[src/rtl/pc060ha_pkg.sv]
// Shared types and page map for the PC060HA sound-comm mailbox.
package pc060ha_pkg;

    localparam int PW       = 3;
    localparam int MB_DW    = 4;
    localparam int MB_DEPTH = 4;

    localparam logic [PW-1:0] PG_DATA0   = 3'd0;
    localparam logic [PW-1:0] PG_DATA1   = 3'd1;
    localparam logic [PW-1:0] PG_DATA2   = 3'd2;
    localparam logic [PW-1:0] PG_DATA3   = 3'd3;
    localparam logic [PW-1:0] PG_STATUS  = 3'd4;
    localparam logic [PW-1:0] PG_SUBRST  = 3'd4;
    localparam logic [PW-1:0] PG_NMI_EN  = 3'd5;
    localparam logic [PW-1:0] PG_NMI_DIS = 3'd6;

    typedef enum logic {
        SIDE_MAIN = 1'b0,
        SIDE_SUB  = 1'b1
    } side_e;

    typedef struct packed {
        logic             is_wr;
        logic [PW-1:0]    page;
        logic [MB_DW-1:0] data;
    } req_t;

    function automatic logic is_data_page(input logic [PW-1:0] p);
        return (p <= PG_DATA3);
    endfunction

    // Status nibble: the caller's own "incoming full" flag sits in bit 1.
    function automatic logic [MB_DW-1:0] status_word(input logic rx_full, input logic tx_full);
        return {2'b00, rx_full, tx_full};
    endfunction

endpackage

[src/rtl/pc060ha_strobe_sync.sv]
// Bus strobe synchroniser, rising-edge detect and single pending request slot.
module pc060ha_strobe_sync
    import pc060ha_pkg::*;
#(
    parameter int SYNC_STAGES = 2
) (
    input  logic             clk_i,
    input  logic             rst_n_i,
    input  logic             ncs_i,
    input  logic             nrd_i,
    input  logic             nwr_i,
    input  logic [PW-1:0]    page_i,
    input  logic [MB_DW-1:0] din_i,
    input  logic             grant_i,
    output logic             pend_o,
    output req_t             req_o
);

    logic                   act;
    logic                   rise;
    logic [SYNC_STAGES-1:0] sync_q;
    logic                   prev_q;
    logic                   pend_q, pend_d;
    req_t                   req_q, req_d;

    assign act  = ~ncs_i & (~nrd_i | ~nwr_i);
    assign rise = sync_q[SYNC_STAGES-1] & ~prev_q;

    // Chain resets to "active" so a strobe held across reset release is not seen as a new edge.
    always_ff @(posedge clk_i or negedge rst_n_i) begin
        if (!rst_n_i) begin
            sync_q <= '1;
            prev_q <= 1'b1;
            pend_q <= 1'b0;
            req_q  <= '0;
        end else begin
            sync_q <= {sync_q[SYNC_STAGES-2:0], act};
            prev_q <= sync_q[SYNC_STAGES-1];
            pend_q <= pend_d;
            req_q  <= req_d;
        end
    end

    always_comb begin
        pend_d = pend_q;
        req_d  = req_q;
        if (grant_i) begin
            pend_d = 1'b0;
        end else if (rise && !pend_q) begin
            pend_d      = 1'b1;
            req_d.is_wr = ~nwr_i;
            req_d.page  = page_i;
            req_d.data  = din_i;
        end
    end

    assign pend_o = pend_q;
    assign req_o  = req_q;

endmodule

[src/rtl/pc060ha_mailbox_arbiter.sv]
// PC060HA mailbox: round-robin arbitration of main/sub accesses to the nibble mailbox,
// full flags, sub NMI and sub reset control.
module pc060ha_mailbox_arbiter
    import pc060ha_pkg::*;
#(
    parameter int SYNC_STAGES = 2,
    parameter int DW          = MB_DW
) (
    input  logic          clk_i,
    input  logic          rst_n_i,
    input  logic          m_ncs_i,
    input  logic          m_nrd_i,
    input  logic          m_nwr_i,
    input  logic [PW-1:0] m_page_i,
    input  logic [DW-1:0] m_din_i,
    output logic [DW-1:0] m_dout_o,
    input  logic          s_ncs_i,
    input  logic          s_nrd_i,
    input  logic          s_nwr_i,
    input  logic [PW-1:0] s_page_i,
    input  logic [DW-1:0] s_din_i,
    output logic [DW-1:0] s_dout_o,
    output logic          nnmi_o,
    output logic          sub_nreset_o
);

    logic    m_pend, s_pend;
    req_t    m_req, s_req;
    logic    grant_m, grant_s;

    side_e   rr_q, rr_d;
    logic [DW-1:0] m2s_q [MB_DEPTH];
    logic [DW-1:0] m2s_d [MB_DEPTH];
    logic [DW-1:0] s2m_q [MB_DEPTH];
    logic [DW-1:0] s2m_d [MB_DEPTH];
    logic          m2s_full_q, m2s_full_d;
    logic          s2m_full_q, s2m_full_d;
    logic          nmi_en_q, nmi_en_d;
    logic          sub_nreset_q, sub_nreset_d;
    logic [DW-1:0] m_dout_q, m_dout_d;
    logic [DW-1:0] s_dout_q, s_dout_d;
    logic          nnmi_q;

    pc060ha_strobe_sync #(
        .SYNC_STAGES (SYNC_STAGES)
    ) u_sync_main (
        .clk_i   (clk_i),
        .rst_n_i (rst_n_i),
        .ncs_i   (m_ncs_i),
        .nrd_i   (m_nrd_i),
        .nwr_i   (m_nwr_i),
        .page_i  (m_page_i),
        .din_i   (m_din_i),
        .grant_i (grant_m),
        .pend_o  (m_pend),
        .req_o   (m_req)
    );

    pc060ha_strobe_sync #(
        .SYNC_STAGES (SYNC_STAGES)
    ) u_sync_sub (
        .clk_i   (clk_i),
        .rst_n_i (rst_n_i),
        .ncs_i   (s_ncs_i),
        .nrd_i   (s_nrd_i),
        .nwr_i   (s_nwr_i),
        .page_i  (s_page_i),
        .din_i   (s_din_i),
        .grant_i (grant_s),
        .pend_o  (s_pend),
        .req_o   (s_req)
    );

    // Pointer only moves on contention, so an idle side keeps its turn.
    always_comb begin
        grant_m = m_pend & (~s_pend | (rr_q == SIDE_MAIN));
        grant_s = s_pend & (~m_pend | (rr_q == SIDE_SUB));
        rr_d    = rr_q;
        if (m_pend && s_pend) begin
            rr_d = (rr_q == SIDE_MAIN) ? SIDE_SUB : SIDE_MAIN;
        end
    end

    always_comb begin
        m2s_d        = m2s_q;
        s2m_d        = s2m_q;
        m2s_full_d   = m2s_full_q;
        s2m_full_d   = s2m_full_q;
        nmi_en_d     = nmi_en_q;
        sub_nreset_d = sub_nreset_q;
        m_dout_d     = m_dout_q;
        s_dout_d     = s_dout_q;

        if (grant_m) begin
            if (m_req.is_wr) begin
                if (is_data_page(m_req.page)) begin
                    m2s_d[m_req.page[1:0]] = m_req.data;
                    if (m_req.page == PG_DATA3) begin
                        m2s_full_d = 1'b1;
                    end
                end else if (m_req.page == PG_SUBRST) begin
                    sub_nreset_d = m_req.data[0];
                end
            end else begin
                if (is_data_page(m_req.page)) begin
                    m_dout_d = s2m_q[m_req.page[1:0]];
                    if (m_req.page == PG_DATA3) begin
                        s2m_full_d = 1'b0;
                    end
                end else if (m_req.page == PG_STATUS) begin
                    m_dout_d = status_word(s2m_full_q, m2s_full_q);
                end else begin
                    m_dout_d = '0;
                end
            end
        end

        if (grant_s) begin
            if (s_req.is_wr) begin
                if (is_data_page(s_req.page)) begin
                    s2m_d[s_req.page[1:0]] = s_req.data;
                    if (s_req.page == PG_DATA3) begin
                        s2m_full_d = 1'b1;
                    end
                end else if (s_req.page == PG_NMI_EN) begin
                    nmi_en_d = 1'b1;
                end else if (s_req.page == PG_NMI_DIS) begin
                    nmi_en_d = 1'b0;
                end
            end else begin
                if (is_data_page(s_req.page)) begin
                    s_dout_d = m2s_q[s_req.page[1:0]];
                    if (s_req.page == PG_DATA3) begin
                        m2s_full_d = 1'b0;
                    end
                end else if (s_req.page == PG_STATUS) begin
                    s_dout_d = status_word(m2s_full_q, s2m_full_q);
                end else begin
                    s_dout_d = '0;
                end
            end
        end

        // A sub CPU held in reset cannot have NMI armed.
        if (!sub_nreset_q) begin
            nmi_en_d = 1'b0;
        end
    end

    always_ff @(posedge clk_i or negedge rst_n_i) begin
        if (!rst_n_i) begin
            for (int i = 0; i < MB_DEPTH; i++) begin
                m2s_q[i] <= '0;
                s2m_q[i] <= '0;
            end
            m2s_full_q   <= 1'b0;
            s2m_full_q   <= 1'b0;
            nmi_en_q     <= 1'b0;
            sub_nreset_q <= 1'b0;
            m_dout_q     <= '0;
            s_dout_q     <= '0;
            nnmi_q       <= 1'b1;
            rr_q         <= SIDE_MAIN;
        end else begin
            m2s_q        <= m2s_d;
            s2m_q        <= s2m_d;
            m2s_full_q   <= m2s_full_d;
            s2m_full_q   <= s2m_full_d;
            nmi_en_q     <= nmi_en_d;
            sub_nreset_q <= sub_nreset_d;
            m_dout_q     <= m_dout_d;
            s_dout_q     <= s_dout_d;
            nnmi_q       <= ~(m2s_full_q & nmi_en_q);
            rr_q         <= rr_d;
        end
    end

    assign m_dout_o     = m_dout_q;
    assign s_dout_o     = s_dout_q;
    assign nnmi_o       = nnmi_q;
    assign sub_nreset_o = sub_nreset_q;

endmodule
[config.mk]
export PLATFORM = sky130hd
export DESIGN_NAME = pc060ha_mailbox_arbiter
export DESIGN_NICKNAME = d
export VERILOG_FILES = /design/src/rtl/pc060ha_pkg.sv /design/src/rtl/pc060ha_strobe_sync.sv /design/src/rtl/pc060ha_mailbox_arbiter.sv
export SDC_FILE = /design/constraint.sdc
export NUM_CORES = 1
export LEC_CHECK = 0
export ABC_AREA = 1
export CORE_MARGIN = 1.5
export CORE_UTILIZATION = 60
export DETAILED_ROUTE_END_ITERATION = 10
export DONT_BUFFER_PORTS = 1
export GPL_ROUTABILITY_DRIVEN = 0
export MAX_ROUTING_LAYER = met4
export PLACE_DENSITY = 0.76
export SLEW_MARGIN = 30
export SYNTH_ARGS = -nofsm -noshare
export SYNTH_HDL_FRONTEND = slang
export SYNTH_SLANG_ARGS = --single-unit
[constraint.sdc]
create_clock -name clk_i -period 1.65 [get_ports clk_i]
set_clock_uncertainty 0.1 [all_clocks]
set_input_delay 0.33 -clock clk_i [delete_from_list [all_inputs] [get_ports clk_i]]
set_output_delay 0.33 -clock clk_i [all_outputs]
set_load 0.005 [all_outputs]
==> metrics.cfg, run 1 <==
[synthesis]
netlist.area_leader.share_pct=51.0
ys_types=26
yosys_warnings=0
ys_seq_area_share_pct=56.9
netlist.top_cell.by_area=dfrtp_1
syn_nets=368
async_flop_share_pct=100
synthMostInstantiatedCell=nand2_1
syn-instance-count=346
synth_seq_cells=70
netlist_top_cells_count=129 x nand2_1, 63 x dfrtp_1, 30 x o21ai_0
synth.avg_cell_area_um2=8.94
yosys-top-cells-area=dfrtp_1 51%, nand2_1 16%, dfstp_2 5.9%, o21ai_0 4.9%, nand3_1 3.1%
synth_compound_area_share_pct=7.32
synth_edf_count=0
synth_xor_area_share_pct=0
synthMuxAreaShare_pct=3.15
yosys.area_share.simple_pct=27.9
yosys.area_share.adder_pct=0
ys.flop_type=dfrtp_1
syn_area_um2=3090
synth_top_family_by_area=simple AND/OR/NAND/NOR gates

[sta]
fin_tns_setup_ns=0
hold_viol_final=70
grt_setup_unrepaired=false
slew_viol_final=0
setup_viol=0
finalCritPeriodShare_pct=93.6
fmax_mhz=648
worstMarginPinSlew_ns=0.380
slew_headroom_pct=74.6
whs_ns=-0.414
layout_setup_ws_ns=0.106
layout_min_cycle_time_ns=1.54

[setup_path]
cpPeakStageDelay_ns=0.46
crit_type=reg -> reg
r2r_cells=5
crit_path_end=m2s_q[1]
crit_arrival_ns=1.69
timing.rr.start=u_sync_sub.pend_o
crit_family=simple AND/OR/NAND/NOR gates
critPathMaxFanout=16
end_kind=flip-flop
cp-startpoint=u_sync_sub.pend_o
regToRegEndpoint=m2s_q[1]
required_ns=1.80
cp_slowest_cell=dfrtp_1
r2r_slack_ns=0.11
cp_num_cells=5
cpMostUsedCell=nand2_1
cp_cell_sequence=nand2_1, nand4_4, nor2_2, nand2_1, o21ai_0
crit_buf_inv=0
startpoint_type=flip-flop

[finish]
drive_gt1_share_pct=14.7
final_nets=384
fillers=393
fin_cells=434
diodes=0
seq_area_um2=1760
syn_to_final_growth_pct=10.6
multi_input_area_um2=1190
fin_util_pct=70.6

[floorplanning]
ios=32
start_util_pct=63.8
die_w_um=74.8
die_h_um=74.8
coreArea_um2=4850
dieArea_um2=5600
num_rows=25

[place]
place_hpwl_um=4610
io_buffers=0
place_ws_ns=0.132
dp.cells=412

[power]
p_clk_share_pct=26.0
pwr-share-seq_pct=54.8
switchingPower_mw=1.55
switching_share_pct=32.2
peakVddDrop_mv=0.838
power_mw=4.80
p_int_mw=3.25
combPwrFrac_pct=19.2
power_per_cell_area_nw_per_um2=1400
power.leakage_nw=1.69

[routing]
drtIter0Drc=163
drt-total-wl_um=6470
drc=0
via_per_inst=5.26
wire_per_inst_um=14.9
postRouteAntennaNets=0
dr.pass1.iters=4
vias=2283

[clock_network]
cts.clk_slew.worst_paths_ns=0.07
clockRootBuffer=clkbuf_8
htree_levels=3
tritoncts=built
numCtsBuffers=9
hold_buffers=6
cts_setup_buffers=0
clk_latency_ns=0.33
cts_resized=0
clock_sinks=70
clock_path_buffers=2

[grt]
grtUsageTotal_pct=26.7
grt_max_degree=71
grt_remaining_overflow=0
grt_pass1_vias=2160
grt_pass1_wl_um=10300
antenna_found_initial=0

[flow_run]
drv_cap=0

[min_path]
hp-class=in -> async

[outcome]
violations=hold timing
status=complete, but fails checks

==> routing by layer <==
metal,share of wire (%),GRT usage [%],vias up
met5,0,-,-
met4,1.2,10.7,0
met3,5.6,5.62,9
met2,49,39.9,64
met1,44,35.9,1067
li1,-,-,1143
==> cell type report <==
type	count	share of cell area, %
Tap cell	67	2.45
Inverter	26	2.85
Timing Repair Buffer	11	3.22
Clock buffer	16	5.27
Sequential cell	70	51.5
Multi-Input combinational cell	244	34.7
==> how the worst min path moves through the flow <==
stage,to,cells past startpoint,from,slack (ns)
after floorplan,m2s_full_q,0,rst_n_i,-0.07
after global placement,m_dout_o[0],0,rst_n_i,-0.06
after detailed placement,m_dout_o[1],0,rst_n_i,-0.06
after CTS,m_dout_o[1],0,rst_n_i,-0.42
after global routing,m_dout_o[1],0,rst_n_i,-0.44
final,m_dout_o[1],0,rst_n_i,-0.41
==> state kept, by name, indices dropped and copies added (netlist names), 2 cells and up <==
signal / flops
m2s_q: 16
s2m_q: 16
u_sync_main.req_o: 8
u_sync_sub.req_o: 8
m_dout_o: 4
s_dout_o: 4
u_sync_main.sync_q: 2
u_sync_sub.sync_q: 2
==> power by group through the flow <==
stage	sequential [mW]	clock [mW]	combinational [mW]
after CTS	2.62	1.27	0.927
final	2.63	1.25	0.921
after detailed placement	2.65	0	0.913
after global placement	2.63	0	0.877
after global routing	2.69	1.34	1.05
after floorplan	2.53	0	0.719
==> stage by stage <==
step | hold WS (ns) | area, um^2
after floorplan | -0.0656 | 3090
after detailed placement | -0.0642 | 3180
after CTS | -0.422 | 3420
after global placement | -0.0640 | 3180
final | -0.414 | 3420
after global routing | -0.436 | 3420
==> cell families after synthesis <==
family	count (synthesis)
flip-flops	70
buffers and inverters	32
AND/OR/NAND/NOR	192
multiplexers	8
AO/OA/AOI/OAI	44
==> layout by cell type (no fill, tap or decap), types with 5 or more instances in the layout <==
cell type	n
nand2_1	129
dfrtp_1	63
o21ai_0	30
inv_1	23
nor2_1	19
nand3_1	19
clkbuf_8	12
a21oi_1	10
dfstp_2	7
nand4_1	6
mux2_2	6
dlygate4sd3_1	6
nor2_2	5
Power figures use the tool's default switching activity.
==> inputs of run 2 (changes only) <==
--- a/config.mk
+++ b/config.mk
@@ -8,6 +8,7 @@
 export ABC_AREA = 1
 export CORE_MARGIN = 1.5
 export CORE_UTILIZATION = 60
+export CTS_CLUSTER_SIZE = 20
 export DETAILED_ROUTE_END_ITERATION = 10
 export DONT_BUFFER_PORTS = 1
 export GPL_ROUTABILITY_DRIVEN = 0
==> results of run 2 <==
Final layout, timing and power as in run 1 (identical DEF).
